[src/rtl/pc_flag_ctrl.sv]
// rtl/pc_flag_ctrl.sv - WISC-F23 PC, N/Z/V flag register, branch resolve, halt and branch stats
module pc_flag_ctrl #(
   parameter logic [15:0] PC_RESET  = 16'h0000,
   parameter int unsigned CNT_WIDTH = 16
) (
   input  logic                 clk,
   input  logic                 rst_n,
   input  logic                 stall,
   input  logic [3:0]           opcode,
   input  logic [2:0]           cond,
   input  logic [8:0]           imm9,
   input  logic [15:0]          br_target,
   input  logic [2:0]           alu_flags,
   input  logic [2:0]           alu_flag_en,
   output logic [15:0]          pc_q,
   output logic [15:0]          pc_plus2,
   output logic [2:0]           flags_q,
   output logic                 taken,
   output logic                 halted,
   output logic [CNT_WIDTH-1:0] br_cnt,
   output logic [CNT_WIDTH-1:0] taken_cnt
);

   localparam logic [3:0] OP_B   = 4'hC;
   localparam logic [3:0] OP_BR  = 4'hD;
   localparam logic [3:0] OP_HLT = 4'hF;

   localparam logic [CNT_WIDTH-1:0] CNT_ONE = CNT_WIDTH'(1);
   localparam logic [CNT_WIDTH-1:0] CNT_MAX = {CNT_WIDTH{1'b1}};

   logic [15:0]          pc_d;
   logic [2:0]           flags_d;
   logic                 halted_q, halted_d;
   logic [CNT_WIDTH-1:0] br_cnt_q, br_cnt_d;
   logic [CNT_WIDTH-1:0] taken_cnt_q, taken_cnt_d;

   logic        flag_n, flag_z, flag_v;
   logic        cond_true;
   logic        is_branch;
   logic        active;
   logic [15:0] b_offset;

   assign flag_n = flags_q[2];
   assign flag_z = flags_q[1];
   assign flag_v = flags_q[0];

   // Decision uses only flags registered by earlier instructions.
   always_comb begin
      cond_true = 1'b0;
      case (cond)
         3'b000:  cond_true = ~flag_z;
         3'b001:  cond_true = flag_z;
         3'b010:  cond_true = ~flag_z & ~flag_n;
         3'b011:  cond_true = flag_n;
         3'b100:  cond_true = flag_z | (~flag_z & ~flag_n);
         3'b101:  cond_true = flag_n | flag_z;
         3'b110:  cond_true = flag_v;
         default: cond_true = 1'b1;
      endcase
   end

   assign is_branch = (opcode == OP_B) || (opcode == OP_BR);
   assign taken     = cond_true & is_branch & ~halted_q;
   assign active    = ~stall & ~halted_q;
   assign pc_plus2  = pc_q + 16'd2;
   assign b_offset  = {{6{imm9[8]}}, imm9, 1'b0};

   always_comb begin
      pc_d        = pc_q;
      flags_d     = flags_q;
      halted_d    = halted_q;
      br_cnt_d    = br_cnt_q;
      taken_cnt_d = taken_cnt_q;
      if (active) begin
         if (opcode == OP_HLT) begin
            pc_d     = pc_q;
            halted_d = 1'b1;
         end else if (taken && (opcode == OP_B)) begin
            pc_d = pc_plus2 + b_offset;
         end else if (taken) begin
            pc_d = br_target;
         end else begin
            pc_d = pc_plus2;
         end
         // Masked merge keeps unknown bits of disabled flags out of the register.
         flags_d = (alu_flags & alu_flag_en) | (flags_q & ~alu_flag_en);
         if (is_branch) begin
            if (br_cnt_q != CNT_MAX) begin
               br_cnt_d = br_cnt_q + CNT_ONE;
            end
            if (taken && (taken_cnt_q != CNT_MAX)) begin
               taken_cnt_d = taken_cnt_q + CNT_ONE;
            end
         end
      end
   end

   always_ff @(posedge clk or negedge rst_n) begin
      if (!rst_n) begin
         pc_q        <= PC_RESET;
         flags_q     <= 3'b000;
         halted_q    <= 1'b0;
         br_cnt_q    <= '0;
         taken_cnt_q <= '0;
      end else begin
         pc_q        <= pc_d;
         flags_q     <= flags_d;
         halted_q    <= halted_d;
         br_cnt_q    <= br_cnt_d;
         taken_cnt_q <= taken_cnt_d;
      end
   end

   assign halted    = halted_q;
   assign br_cnt    = br_cnt_q;
   assign taken_cnt = taken_cnt_q;

endmodule

[config.mk]
export PLATFORM = sky130hd
export DESIGN_NAME = pc_flag_ctrl
export DESIGN_NICKNAME = d
export VERILOG_FILES = /design/src/rtl/pc_flag_ctrl.sv
export SDC_FILE = /design/constraint.sdc
export NUM_CORES = 1
export LEC_CHECK = 0
export CAP_MARGIN = 20
export CORE_ASPECT_RATIO = 0.6
export CORE_MARGIN = 3
export CORE_UTILIZATION = 40
export DETAILED_ROUTE_END_ITERATION = 6
export GPL_ROUTABILITY_DRIVEN = 0
export PLACE_DENSITY = 0.7
export SLEW_MARGIN = 20
export SYNTH_ARGS = -nofsm -noshare
export SYNTH_HDL_FRONTEND = slang
export SYNTH_SLANG_ARGS = --single-unit
[constraint.sdc]
create_clock -name clk -period 4.07 [get_ports clk]
set_clock_uncertainty 0.15 [all_clocks]
set_input_delay 0.814 -clock clk [delete_from_list [all_inputs] [get_ports clk]]
set_output_delay 0.814 -clock clk [all_outputs]
set_load 0.01 [all_outputs]
# Yosys cells after proc, flatten, opt, wreduce, memory -nomap -nowiden
# Index checks and enable logic that the tools add are counted.
totals:
  register_bits: 52
  inputBits: 41
op_classes:
  n_reduce_logical: 8
  n_eq_ne: 11
  n_addsub: 4
  bitwise: 15
  n_mux: 3
ops:
  columns: ["op", "count"]
  rows:
  - ["16-bit by 1-bit adder with 16-bit output (second input constant)", 2]
  - ["16-bit two-way mux", 2]
  - ["16-bit != test (second input constant)", 2]
  - ["16-bit adder", 1]
  - ["16-bit by 2-bit adder with 16-bit output (second input constant)", 1]
  - ["4-bit equality test (second input constant)", 3]
  - ["3-bit equality test (second input constant)", 3]
  - ["1-bit case mux with 7 select lines", 1]
  - ["3-bit AND", 2]
  - ["3-bit by 2-bit equality test with 1-bit output (second input constant)", 2]
  - ["3-bit AND reduction", 2]
  - ["1-bit inverter", 5]
  - ["1-bit AND", 4]
  - ["2-bit AND reduction", 2]
  - ["3-bit by 1-bit equality test with 1-bit output (second input constant)", 1]
  - ["3-bit zero test", 1]
  - ["3-bit inverter", 1]
  - ["3-bit OR", 1]
  - ["1-bit logical AND", 2]
  - ["1-bit OR", 2]
  - ["1-bit logical OR", 1]

# Longest topological paths before layout
depth:
  ltp_word: 8
  depth_mapped: 12
  ltp_nobuf: 12

# Least setup slack after synthesis
# Ideal clock, no wire load.
synth_timing:
  path_kind: "input to output"
  from: "input port cond[0]"
  to: "output port taken"
  cell_stages: 6
  slack_ns: 0.969
  arrival_time_ns: 2.137
  t_required_ns: 3.106
  cell_sequence: "nor4b_1 > or4_1 > or3_1 > buf_6 > inv_2 > buf_2"
synth_via:
  elab_chain_len: 4
  word_cells_on_any_way: 10
  cone_classes: "6 x eq/ne; 1 x mux; 2 x bitwise; 1 x reduce/logical"
synth_rtl:
  columns: ["item", "line_no", "rtl"]
  rows:
  - ["start: declaration", "10", "input logic [2:0] cond,"]
  - ["3-bit equality test (tied with other cells)", "50", "case (cond)"]
  - ["1-bit case mux with 7 select lines *", "50", null]
  - ["1-bit AND * (2 in series)", "63", "assign taken = cond_true & is_branch & ~halted_q;"]
  - ["end: declaration", "18", "output logic taken,"]
# Every way passes the cells marked *; elsewhere a longest branch is shown, timed or not.

# Worst setup path in the final report
layout_timing:
  from: "input port cond[1]"
  to: "output port taken"
# The elaborated chain is that of the path after synthesis.

==> impl_results.md <==
- Capture point of the worst reg-to-reg path: pc_q[14]
- Root Driver: clkbuf_16
- Power Density: between 500 and 600 mW/mm^2
- Synth Net Count: between 400 and 500
- Origin of the worst setup path: cond[1]
- Setup CP Type: in -> out
- Die Span Y: between 70 and 80 um
- Top sig layer: met4
- Routed met2 length: 4.046 mm
- Top fanout value on the critical path: 6
- I/O pin count: 110
- Pin count of the biggest net entering global routing: 31
- Clock Path Buffers: 2
- Skew-Pair Late Insertion Delay: between 200 and 300 ps
- Cts repair resizes: 0
- Fin crit share: 0.9696
- Met3 WL: between 800 and 900 um
- Slew of the pin with the lowest slew margin: 688.5 ps
- Number of global-route vias before repair: approximately 3200
- Cts hold-fix bufs: 0
- Total GRT Usage: 0.1967
- Row count: 26
- Final worst setup slack: between 100 and 150 ps
- Syn Inst Count: 399
- CTS Buf Count: 5
- Crit path arrival time: just under 3000 ps
- Syn_area_per_cell: 9.022 sq um
- Core Footprint: between 0.008 and 0.009 sq mm
- Most area-hungry cell type in the Yosys netlist: dfrtp_1
- Layout net count: 570
- Total Neg Setup Slack: 0 ps
- Int Power: ~1.6 mW
- Residual DRC count: 0
- Via density: 5.527
- Post-synthesis async set-or-reset flop share: 1.000
- CTS tree: done
- Post-CTS Setup Bufs: 0
- Initial antenna violation count: 0
- Area delta synth->final: 37.68%
- Top cell type's share of synthesized area: 0.3615
- Port Buf Inserts: 109
- Final number of max-transition violations: 0
- Clock Sinks: 52
- Seq/Total Area, Yosys: 0.3615
- DRT met1 WL: between 4 and 5 mm
- Routed Antenna Nets: 0
- Synth top area cells: dfrtp_1 (36%), xnor2_1 (9.5%), ha_1 (7.0%)
- Setup crit end kind: primary output
- Hold crit path type: reg -> reg
- Via count: around 3400
- Flops & latches, synth: between 50 and 60
- Drt initial violations: about 250
- RSZ-0062 raised after global routing: no
- Sw power: approximately 1.1 mW
- Drt wl/cell: ~16 um
- Worst-path clk slew: 70 ps
- Max-cap violation count: 0
- Final setup vio count: 0
- Worst setup SP type: input port
- Mapped Area: between 0.003 and 0.004 sq mm
- R2R Setup Slk: between 700 and 800 ps
- Power share of the sequential group: 0.294
- WHS: approximately 350 ps
- R2R cell count: 10
- FF-to-FF Start: pc_q[3]
- Leakage: a little over 2 nW
- Setup WS pre-CTS: between 100 and 150 ps
- Ys flop type: dfrtp_1
- Relative slew slack: 0.5410
- Warning count from the yosys run: 0
- Clock power frac: 0.158
- F_max: 0.2534 GHz
- Post-DP HPWL: slightly below 8 mm
- Switching Fraction: 0.4042
- Drt first pass iters: 5
- Die Area: 0.01021 sq mm
- CP required: just over 3000 ps
- Die width: ~130 um
- Post-synth EDFFs: 0
- Most frequent cells in the layout: clkdlybuf4s50_1 (108), dfrtp_1 (52), nand2_1 (40), xnor2_1 (39), nor2_1 (24)
- Htree depth: 2
- Final WL: between 9 and 10 mm
- Total grt overflow: 0
- Commonest non-fill, non-tap cell in the layout: clkdlybuf4s50_1
- Global-route wire length before repair: 16.13 mm
- Final Hold Vio Count: 0
- Antenna diodes: 0
- Gate power share: 0.548
- Fin crit period: 3946 ps
- Maximum vdd drop: between 0.4 and 0.5 mV
- Status: complete, no violations
- Distinct cells, synth: 58
- # fillers: ~740
- Starting density of the core: 0.4176
- Crit path to: taken
- Share of cells above drive strength 1: 0.05108
-- critical path: stages --
cell and delay, ps:
clkdlybuf4s50_1 560, nor4b_1 100, or4_1 480, or3_1 420, inv_2 70, clkdlybuf4s50_1 540
-- cells by family after synthesis --
kind of cell	after synthesis	share of synthesized area
and+or+nand+nor	143	0.2086
AOI/OAI and AO/OA	91	0.1644
DFF	52	0.3615
xor gates and xnor gates	53	0.1290
buffers and inverters	31	0.03754
adders and majority gates	21	0.07508
muxes	8	0.02398
-- worst min path at each step --
stage | start | endpoint | slack [ps] | cells after the start
floorplan | rst_n | asynchronous set/reset pin | 370 | 0
global placement | taken_cnt[5] | taken_cnt[5] | 330 | 1
detailed placement | br_cnt[4] | br_cnt[4] | 340 | 1
CTS | taken_cnt[10] | taken_cnt[10] | 350 | 1
global route | taken_cnt[10] | taken_cnt[10] | 370 | 1
finish | taken_cnt[10] | taken_cnt[10] | 350 | 1
-- synth_stat cells, types with 5 or more instances --
cell type	count
a211oi_1	5
a21oi_1	20
a31oi_1	7
and3_1	9
and4_1	7
clkbuf_1	8
dfrtp_1	52
ha_1	20
inv_1	16
mux2_2	5
nand2_1	40
nand3_1	18
nand4_1	16
nor2_1	24
nor3_1	8
o21ai_0	23
xnor2_1	39
xor2_1	14
-- layout make-up --
cell class | instances | area [sq um] | area share
sequential | 52 | 1301 | 0.2626
timing repair buffer | 116 | 1139 | 0.2297
inverter | 17 | 63.81 | 0.01288
tap | 112 | 140.1 | 0.02828
multi-input combinational | 316 | 2163 | 0.4365
clock buffer | 5 | 125.1 | 0.02525
clock inverter | 3 | 23.77 | 0.004797
-- metal layers --
layer,track usage,up-vias
met5,0,-
met4,0.03919,0
met3,0.05481,7
met2,0.2721,136
met1,0.3019,1619
li1,-,1670
-- power groups by stage --
stage,Combinational [mW],Sequential (mW),Clock [mW]
floorplan,0.826,0.791,0
global placement,1.44,0.785,0
detailed placement,1.46,0.792,0
CTS,1.47,0.784,0.437
global route,1.60,0.808,0.462
finish,1.47,0.787,0.422
-- registers in the layout, indices dropped and copies added, names as in the netlist, named ones only --
name	flops
br_cnt	16
halted	1
pc_q	16
taken_cnt	16
-- per-stage QoR --
stage | utilization | std cells | power [mW] | instance area, sq um
floorplan | - | 399 | 1.617 | 3600
global placement | 0.5576 | 613 | 2.226 | 4807
detailed placement | 0.5576 | 613 | 2.250 | 4807
CTS | 0.5749 | 621 | 2.692 | 4956
global route | 0.5749 | 621 | 2.873 | 4956
finish | 0.5749 | 621 | 2.675 | 4956
No activity file was read; power rests on OpenSTA's default activity.
